[src/rtl/tl_dcache_stage.sv]
// Tag-lookup stage: direct-mapped, write-through / no-write-allocate data cache with a
// single-beat line-fill port, plus the TL->WB pipeline latch.
module tl_dcache_stage #(
  parameter int LINES = 16
) (
  input  logic         clk_i,
  input  logic         rsn_i,
  input  logic         kill_i,
  input  logic         tl_cache_enable_i,
  input  logic [31:0]  tl_cache_addr_i,
  input  logic [4:0]   tl_write_addr_i,
  input  logic         tl_int_write_enable_i,
  input  logic [31:0]  tl_store_data_i,
  input  logic [31:0]  tl_instruction_i,
  input  logic [31:0]  tl_pc_i,
  output logic         stall_core_o,
  output logic [31:0]  wb_data_o,
  output logic [4:0]   wb_write_addr_o,
  output logic         wb_int_write_enable_o,
  output logic [31:0]  wb_instruction_o,
  output logic [31:0]  wb_pc_o,
  output logic         mem_req_o,
  output logic         mem_we_o,
  output logic [31:0]  mem_addr_o,
  output logic [31:0]  mem_wdata_o,
  output logic [3:0]   mem_wstrb_o,
  input  logic         mem_ack_i,
  input  logic [127:0] mem_rdata_i
);

  localparam int IDX = $clog2(LINES);
  localparam int TAG = 28 - IDX;

  localparam logic [1:0] ST_IDLE  = 2'd0;
  localparam logic [1:0] ST_FILL  = 2'd1;
  localparam logic [1:0] ST_WRITE = 2'd2;
  localparam logic [1:0] ST_DONE  = 2'd3;

  localparam logic [6:0] OP_LOAD  = 7'b0000011;
  localparam logic [6:0] OP_STORE = 7'b0100011;

  function automatic logic [31:0] load_format(input logic [31:0] word, input logic [2:0] f3,
                                              input logic [1:0] off);
    logic [7:0]  b;
    logic [15:0] h;
    b = word[{off, 3'b000} +: 8];
    h = word[{off[1], 4'b0000} +: 16];
    case (f3)
      3'b000:  load_format = {{24{b[7]}}, b};
      3'b001:  load_format = {{16{h[15]}}, h};
      3'b010:  load_format = word;
      3'b100:  load_format = {24'd0, b};
      3'b101:  load_format = {16'd0, h};
      default: load_format = word;
    endcase
  endfunction

  function automatic logic [3:0] store_strobe(input logic [2:0] f3, input logic [1:0] off);
    case (f3)
      3'b000:  store_strobe = 4'b0001 << off;
      3'b001:  store_strobe = 4'b0011 << {off[1], 1'b0};
      default: store_strobe = 4'b1111;
    endcase
  endfunction

  function automatic logic [31:0] store_lanes(input logic [2:0] f3, input logic [31:0] d);
    case (f3)
      3'b000:  store_lanes = {4{d[7:0]}};
      3'b001:  store_lanes = {2{d[15:0]}};
      default: store_lanes = d;
    endcase
  endfunction

  function automatic logic [31:0] merge_bytes(input logic [31:0] old_w, input logic [31:0] new_w,
                                              input logic [3:0] strb);
    logic [31:0] r;
    for (int i = 0; i < 4; i++) begin
      r[8*i +: 8] = strb[i] ? new_w[8*i +: 8] : old_w[8*i +: 8];
    end
    return r;
  endfunction

  logic [1:0]       state_r;
  logic [1:0]       state_nxt_s;
  logic [LINES-1:0] valid_r;
  logic [TAG-1:0]   tag_r  [LINES];
  logic [127:0]     data_r [LINES];

  logic [IDX-1:0]   idx_s;
  logic [TAG-1:0]   tag_s;
  logic [2:0]       funct3_s;
  logic             is_load_s;
  logic             is_store_s;
  logic             hit_s;
  logic [31:0]      word_s;
  logic             stall_s;
  logic             issue_s;
  logic             fill_s;
  logic             merge_s;

  logic             mem_req_r;
  logic             mem_we_r;
  logic [31:0]      mem_addr_r;
  logic [31:0]      mem_wdata_r;
  logic [3:0]       mem_wstrb_r;

  logic [31:0]      wb_data_r;
  logic [4:0]       wb_write_addr_r;
  logic             wb_we_r;
  logic [31:0]      wb_instruction_r;
  logic [31:0]      wb_pc_r;

  assign idx_s      = tl_cache_addr_i[IDX+3:4];
  assign tag_s      = tl_cache_addr_i[31:IDX+4];
  assign funct3_s   = tl_instruction_i[14:12];
  assign is_load_s  = tl_cache_enable_i && (tl_instruction_i[6:0] == OP_LOAD);
  assign is_store_s = tl_cache_enable_i && (tl_instruction_i[6:0] == OP_STORE);
  assign hit_s      = valid_r[idx_s] && (tag_r[idx_s] == tag_s);
  assign word_s     = data_r[idx_s][{tl_cache_addr_i[3:2], 5'b00000} +: 32];
  assign fill_s     = (state_r == ST_FILL) && mem_ack_i;
  assign merge_s    = (state_r == ST_WRITE) && mem_ack_i && hit_s;

  // Next-state, stall and request-issue decode.
  always_comb begin
    state_nxt_s = state_r;
    stall_s     = 1'b0;
    issue_s     = 1'b0;
    case (state_r)
      ST_IDLE: begin
        if (!kill_i && (is_store_s || (is_load_s && !hit_s))) begin
          stall_s     = 1'b1;
          issue_s     = 1'b1;
          state_nxt_s = is_store_s ? ST_WRITE : ST_FILL;
        end else begin
          stall_s     = 1'b0;
        end
      end
      ST_FILL: begin
        stall_s = 1'b1;
        if (mem_ack_i) begin
          state_nxt_s = ST_IDLE;
        end else begin
          state_nxt_s = ST_FILL;
        end
      end
      ST_WRITE: begin
        stall_s = 1'b1;
        if (mem_ack_i) begin
          state_nxt_s = ST_DONE;
        end else begin
          state_nxt_s = ST_WRITE;
        end
      end
      ST_DONE: begin
        state_nxt_s = ST_IDLE;
      end
      default: begin
        state_nxt_s = ST_IDLE;
      end
    endcase
  end

  // Gated so every output reads 0 while reset is held, even with a miss presented.
  assign stall_core_o = stall_s & rsn_i;

  // FSM state and line-valid bits.
  always_ff @(posedge clk_i or negedge rsn_i) begin
    if (!rsn_i) begin
      state_r <= ST_IDLE;
      valid_r <= '0;
    end else begin
      state_r <= state_nxt_s;
      if (fill_s) begin
        valid_r[idx_s] <= 1'b1;
      end
    end
  end

  // Tag/data arrays: line install on fill ack, byte merge on a store-hit ack.
  always_ff @(posedge clk_i) begin
    if (fill_s) begin
      tag_r[idx_s]  <= tag_s;
      data_r[idx_s] <= mem_rdata_i;
    end else if (merge_s) begin
      data_r[idx_s][{tl_cache_addr_i[3:2], 5'b00000} +: 32] <= merge_bytes(word_s, mem_wdata_r, mem_wstrb_r);
    end
  end

  // Memory request registers: captured at issue, held until the ack edge.
  always_ff @(posedge clk_i or negedge rsn_i) begin
    if (!rsn_i) begin
      mem_req_r   <= 1'b0;
      mem_we_r    <= 1'b0;
      mem_addr_r  <= 32'd0;
      mem_wdata_r <= 32'd0;
      mem_wstrb_r <= 4'd0;
    end else if (issue_s) begin
      mem_req_r   <= 1'b1;
      mem_we_r    <= is_store_s;
      mem_addr_r  <= is_store_s ? {tl_cache_addr_i[31:2], 2'b00} : {tl_cache_addr_i[31:4], 4'b0000};
      mem_wdata_r <= store_lanes(funct3_s, tl_store_data_i);
      mem_wstrb_r <= is_store_s ? store_strobe(funct3_s, tl_cache_addr_i[1:0]) : 4'b0000;
    end else if (mem_ack_i && ((state_r == ST_FILL) || (state_r == ST_WRITE))) begin
      mem_req_r   <= 1'b0;
    end
  end

  // TL->WB latch; a stall or kill turns the next WB slot into a bubble.
  always_ff @(posedge clk_i or negedge rsn_i) begin
    if (!rsn_i) begin
      wb_data_r        <= 32'd0;
      wb_write_addr_r  <= 5'd0;
      wb_we_r          <= 1'b0;
      wb_instruction_r <= 32'd0;
      wb_pc_r          <= 32'd0;
    end else if (stall_s || kill_i) begin
      wb_we_r          <= 1'b0;
      wb_instruction_r <= 32'd0;
    end else begin
      wb_data_r        <= (is_load_s && hit_s) ? load_format(word_s, funct3_s, tl_cache_addr_i[1:0])
                                               : tl_cache_addr_i;
      wb_write_addr_r  <= tl_write_addr_i;
      wb_we_r          <= tl_int_write_enable_i && !is_store_s;
      wb_instruction_r <= tl_instruction_i;
      wb_pc_r          <= tl_pc_i;
    end
  end

  assign mem_req_o             = mem_req_r;
  assign mem_we_o              = mem_we_r;
  assign mem_addr_o            = mem_addr_r;
  assign mem_wdata_o           = mem_wdata_r;
  assign mem_wstrb_o           = mem_wstrb_r;
  assign wb_data_o             = wb_data_r;
  assign wb_write_addr_o       = wb_write_addr_r;
  assign wb_int_write_enable_o = wb_we_r;
  assign wb_instruction_o      = wb_instruction_r;
  assign wb_pc_o               = wb_pc_r;

endmodule
[config.mk]
export PLATFORM = sky130hd
export DESIGN_NAME = tl_dcache_stage
export DESIGN_NICKNAME = d
export VERILOG_FILES = /design/src/rtl/tl_dcache_stage.sv
export SDC_FILE = /design/constraint.sdc
export NUM_CORES = 2
export LEC_CHECK = 0
export BUFFER_PORTS_ARGS = -buffer_cell sky130_fd_sc_hd__buf_2
export CAP_MARGIN = 15
export CORE_AREA = 2 2 517 519
export CTS_CLUSTER_DIAMETER = 200
export DETAILED_ROUTE_END_ITERATION = 10
export DIE_AREA = 0 0 519 521
export GPL_ROUTABILITY_DRIVEN = 0
export GPL_TIMING_DRIVEN = 0
export PLACE_DENSITY = 0.55
export SLEW_MARGIN = 40
export SYNTH_ARGS = -nofsm -noshare
export SYNTH_HDL_FRONTEND = slang
export SYNTH_SLANG_ARGS = --single-unit
[constraint.sdc]
create_clock -name clk_i -period 5.7 [get_ports clk_i]
set_input_delay 1.425 -clock clk_i [delete_from_list [all_inputs] [get_ports clk_i]]
set_output_delay 1.425 -clock clk_i [all_outputs]
set_load 0.01 [all_outputs]
-- Word level (Yosys, flattened, before mapping)
Memory sizes are Yosys's and may differ from the RTL's.
Index checks and enable logic that the tools add are counted.
- add/subtract/negate cells: 1
- order comparisons: 2
- equal/unequal tests: 10
- shift operators: 7
- multiplexer cells: 159
- bitwise gates (word level): 130
- reduce and logical (&&, ||, !) cells: 22
- operators by type and width (kind ; count):
    $mux 1 ; 141
    $mux 128 ; 1
    $or 1x1->1 ; 128
    $pmux 32 s4 ; 1
    $shift 32x9->128 const A ; 1
    $shiftx 128x8->32 ; 1
    $shiftx 32x9->128 ; 1
    $mux 32 ; 2
    $pmux 32 s2 ; 1
    $mux 8 ; 4
    $shiftx 32x6->16 ; 1
    $shiftx 32x6->8 ; 1
    $eq 24x24->1 ; 1
    $or 16x16->16 ; 1
    $logic_and 1x1->1 ; 12
    $neg 7->9 ; 1
    $mux 4 ; 2
    $pmux 2 s4 ; 1
    $pmux 4 s2 ; 1
    $eq 7x2->1 const B ; 1
    $eq 7x6->1 const B ; 1
    $eq 3x3->1 const B ; 2
    $lt 4x5->1 const B ; 1
    $bmux 1 s4 ; 1
    17 further kinds ; 23
- register bits after elaboration: 190
- bits in writable memories: 2432
- input port bits: 267
- output and inout port bits: 173
- word-level logic and storage cells: 345
- memories kept: 2
- memory list (name ; depth ; bits a word ; read ports ; clocked after Yosys merged registers in ; write ports ; RTL line ; source):
    data_r ; 16 ; 128 ; 1 ; 0 ; 1 ; 87 ; logic [127:0] data_r [LINES];
    tag_r ; 16 ; 24 ; 1 ; 0 ; 1 ; 86 ; logic [TAG-1:0] tag_r [LINES];

-- Depth between registers and ports, before layout
- depth in word-level cells: 11
- depth in mapped cells: 20
- gate-level depth less buffers: 9

-- Worst setup path before layout
OpenSTA, ideal clock, no wires.
- path type: input port to flip-flop
- start: input tl_cache_addr_i[5]
- end: memory data_r[12][0], enable pin
- library setup time: 0.470 ns
- arrival: 6.723 ns
- required time: 5.230 ns
- setup slack: -1.493 ns
- cell stages on the path: 13
- buffers on the path: 4
- cells stage by stage: buf_6 buf_6 mux4_2 mux2i_1 nor2_1 or4_1 nor4_2 o211ai_1 nor4_4 nand3_2 buf_2 buf_6 a211oi_1
- longest elaborated chain between the ends: 8
- elaborated cells between the ends (all ways): 10
- those cells by class: eq/ne (1); mux (5); bitwise (1); reduce/logical (2); memory (1)
- ends and longest elaborated chain (element ; RTL line ; source):
    from (decl) ; 10 ; input logic [31:0] tl_cache_addr_i,
    $mem_v2 16x24 or $bmux 1 s4 (tied branches) ; n/a ;
    $eq 24x24->1 or $mux 1 (tied branches) ; 118 ; assign hit_s = valid_r[idx_s] && (tag_r[idx_s] == tag_s);
    $logic_and 1x1->1 ; 118 ;
    $logic_and 1x1->1 ; 121 ; assign merge_s = (state_r == ST_WRITE) && mem_ack_i && hit_s;
    $mux 1 ; 184 ; end else if (merge_s) begin
    $mux 1 ; 181 ; if (fill_s) begin
    $mux 128 (implied by the code) ; 185 ; data_r[idx_s][{tl_cache_addr_i[3:2], 5'b00000} +: 32] <= merge_bytes(word_s, mem_wdata_r, mem_wstrb_r);
    $or 1x1->1 (no source line) ; n/a ;
    to (decl) ; 87 ;
Several ways; a longest one is shown, not always the timed one. The select of a mux whose other input is x is not followed.

-- Worst setup path in the final report
- start: input tl_cache_addr_i[5]
- end: output stall_core_o
- longest elaborated chain between the ends: 10
- elaborated cells between the ends (all ways): 12
- those cells by class: eq/ne (1); mux (4); bitwise (1); reduce/logical (5); memory (1)
- ends and longest elaborated chain (element ; RTL line ; source):
    $mem_v2 16x24 or $bmux 1 s4 (tied branches) ; n/a ;
    $eq 24x24->1 or $mux 1 (tied branches) ; 118 ;
    $logic_and 1x1->1 * ; 118 ;
    $logic_not 1->1 * ; 130 ; if (!kill_i && (is_store_s || (is_load_s && !hit_s))) begin
    $logic_and 1x1->1 * ; 130 ;
    $logic_or 1x1->1 * ; 130 ;
    $logic_and 1x1->1 * ; 130 ;
    $mux 1 * ; 130 ;
    $pmux 1 s2 * ; 128 ; case (state_r)
    $and 1x1->1 * ; 164 ; assign stall_core_o = stall_s & rsn_i;
    to (decl) ; 16 ; output logic stall_core_o,
Every way passes the cells marked *; elsewhere a longest branch is shown, timed or not. The select of a mux whose other input is x is not followed.

==> impl_metrics.json <==
{
  "cts_buffers": 288,
  "drv_cap": 0,
  "synth_largest_area_cell": "edfxtp_1",
  "grt.total_usage_pct": 30.3,
  "drc": 0,
  "overflow": 0,
  "first_pass_iters": 8,
  "hold_slack_ns": 0.461,
  "cts_max_level": 5,
  "worstSetupPathType": "input pin to primary output",
  "ctsHoldBuffers": 0,
  "num-nets-final": 6618,
  "synth_most_common_cell": "edfxtp_1",
  "ys_warn_count": 0,
  "crit_path_start_kind": "input pin",
  "grt_pass1_vias": 60300,
  "area_growth_pct": 23.2,
  "finalCritPeriodShare_pct": 104,
  "cts_tree": "yes",
  "final_antenna_net_count": 0,
  "coreArea_mm2": 0.264,
  "peakVddDrop_v": 0.000303,
  "vias": 63000,
  "synth_ff_type": "edfxtp_1",
  "grt_start_max_net_pins": 68,
  "first_iter_violations": 9711,
  "rows": 189,
  "ioPinCount": 440,
  "worst_slack_ns": -0.242,
  "clkTransAtPathRegs_ns": 0.07,
  "wl_mm": 416,
  "outcome": "finished, violations left",
  "ys_async_sr_fraction_pct": 7.18,
  "rsz0062_at_grt": "true",
  "cts_max_path_buffers": 4,
  "netlist_area_mm2": 0.105,
  "netlist_instances": 5070,
  "wire_per_inst_um": 41.2,
  "slew_viol_final": 0,
  "seq_area_frac_synth_pct": 73.8,
  "start_util_pct": 39.8,
  "required_ns": 4.28,
  "synth_edf_count": 2432,
  "synthTopCellsByCount": "edfxtp_1, mux4_2, mux2_2",
  "cts_root_buffer": "clkbuf_16",
  "p_leak_nw": 44.8,
  "synthDistinctLibCells": 82,
  "setup_viol": 127,
  "syn-mean-instance-area_um2": 20.8,
  "clock_latency_ns": 0.92,
  "layout-drive-gt1-share_pct": 42.6,
  "hold_path_class": "input pin to async pin",
  "io_buffers": 433,
  "vias_per_cell": 6.24,
  "violations": "setup timing",
  "finalHoldViolCount": 0,
  "ys_ff_latch": 2620,
  "yosys-top-cells-area": "edfxtp_1, mux4_2, dfrtp_1",
  "clock_sinks": 2620,
  "worstMarginPinSlew_ns": 0.965,
  "die_area_mm2": 0.270,
  "antenna_found_initial": 26,
  "die_h_um": 521,
  "dp_slack_ns": -2.18,
  "critPathArrivalTime_ns": 4.52,
  "yosys.area.top_type_share_pct": 69.3,
  "grt_pass1_wl_mm": 548,
  "hpwl_mm": 308,
  "postLayoutCoreUtil_pct": 49.1,
  "cp_max_fo": 8,
  "power_mw": 45.1,
  "die_w_um": 519,
  "fmax_ghz": 0.168,
  "relSlewSlack_pct": 35.7,
  "skew_ns": 0.0844,
  "fillers": 21700,
  "cp-end-kind": "primary output",
  "fin_crit_ns": 5.94,
  "power.density_mw_per_mm2": 348
}
==> worst max-delay path, cell delays in order <==
cell      delay [ns]
buf_12          0.11
buf_12          0.14
mux4_2          0.53
mux2i_4         0.16
nor2_1          0.06
or4_4           0.63
nor4_4          0.41
o21ai_2         0.16
or4_4           0.57
nand4_4         0.09
a211oi_2        0.08
buf_2           0.14
==> timing repair <==
item                                     CTS  global route
endpoints found under the setup margin  3651          1396
pin swaps                                 33            38
buffers inserted                          51            52
cloned                                     2             0
resized for setup                        169            62
==> cell usage in the layout, fill, tap and decap left out, drive strengths merged, types with 52 or more instances in the layout <==
cell / count
inv: 52
mux2: 312
mux2i: 261
edfxtp: 2432
nand2: 81
clkbuf: 466
mux4: 612
buf: 1188
nor2: 206
o21ai: 75
dfrtp: 188
clkinv: 103
o221ai: 55
a21oi: 101
==> where the power goes <==
part	internal (mW)	switching (mW)
clock	10.3	7.76
combinational	1.90	3.14
sequential	21.7	0.312
total	33.9	11.2
==> worst paths after layout <==
| check | depth (start not counted) | start | end | slack, ns |
|---|---|---|---|---|
| min in group clk_i | 1 | valid_r[9] | valid_r[9] | 0.47 |
| min reg2reg | 1 | valid_r[9] | valid_r[9] | 0.47 |
| max reg2reg | 16 | tag_r[11][14] | data_r[14][88] | 0.37 |
| min | 1 | rsn_i | mem_addr_o[26] | 0.46 |
| max | 12 | tl_cache_addr_i[5] | stall_core_o | -0.24 |
| max in group asynchronous | 3 | rsn_i | wb_pc_o[14] | 4.27 |
==> flip-flops by register name, summed over array words and instances, names as in the netlist <==
name and count:
mem_wdata_o 32, mem_we_o 1, wb_pc_o 32, mem_req_o 1
valid_r 16, data_r 2048, wb_int_write_enable_o 1, wb_data_o 32
wb_instruction_o 32, mem_addr_o 30, mem_wstrb_o 4, wb_write_addr_o 5
tag_r 384, state_r 2
==> layout make-up <==
class                   count  area [µm²]  share of cell area, %
repair buffers            986        9050                   6.97
clock buffers             366        7750                   5.97
diodes                     12        30.0                 0.0231
multi-input cells        2100       27100                   20.9
clock inverters           135        1150                  0.888
well taps                3533        4420                   3.41
inverters                  41         170                  0.131
flip-flops and latches   2620       77700                   59.9
plain buffers             304        2350                   1.81
==> metal layers <==
layer	part of all wire, %	global-route usage [%]	vias to the layer above
met5	0.096	0.351	-
met4	7.6	18.4	21
met3	11	8.66	1101
met2	45	45.9	4496
met1	36	38.8	33700
li1	-	-	23600
==> through the flow <==
step	instance area (µm²)	std cells	setup TNS, ns
after global placement	112000	9037	-
after detailed placement	119000	9485	-5586.39
after global routing	130000	10100	-0.522
after CTS	129000	10000	-0.400
after floorplan	106000	5071	-957.93
final	130000	10100	-4.05
==> cell families after synthesis <==
group / share of synthesized area, %
simple gates: 2.06
flops: 73.8
xor+xnor: 0.258
fa+ha+maj: 0.119
other cells: 0.00356
mux: 19.0
buf+inv: 1.96
compound gates: 2.77
Power figures use the tool's default switching activity.
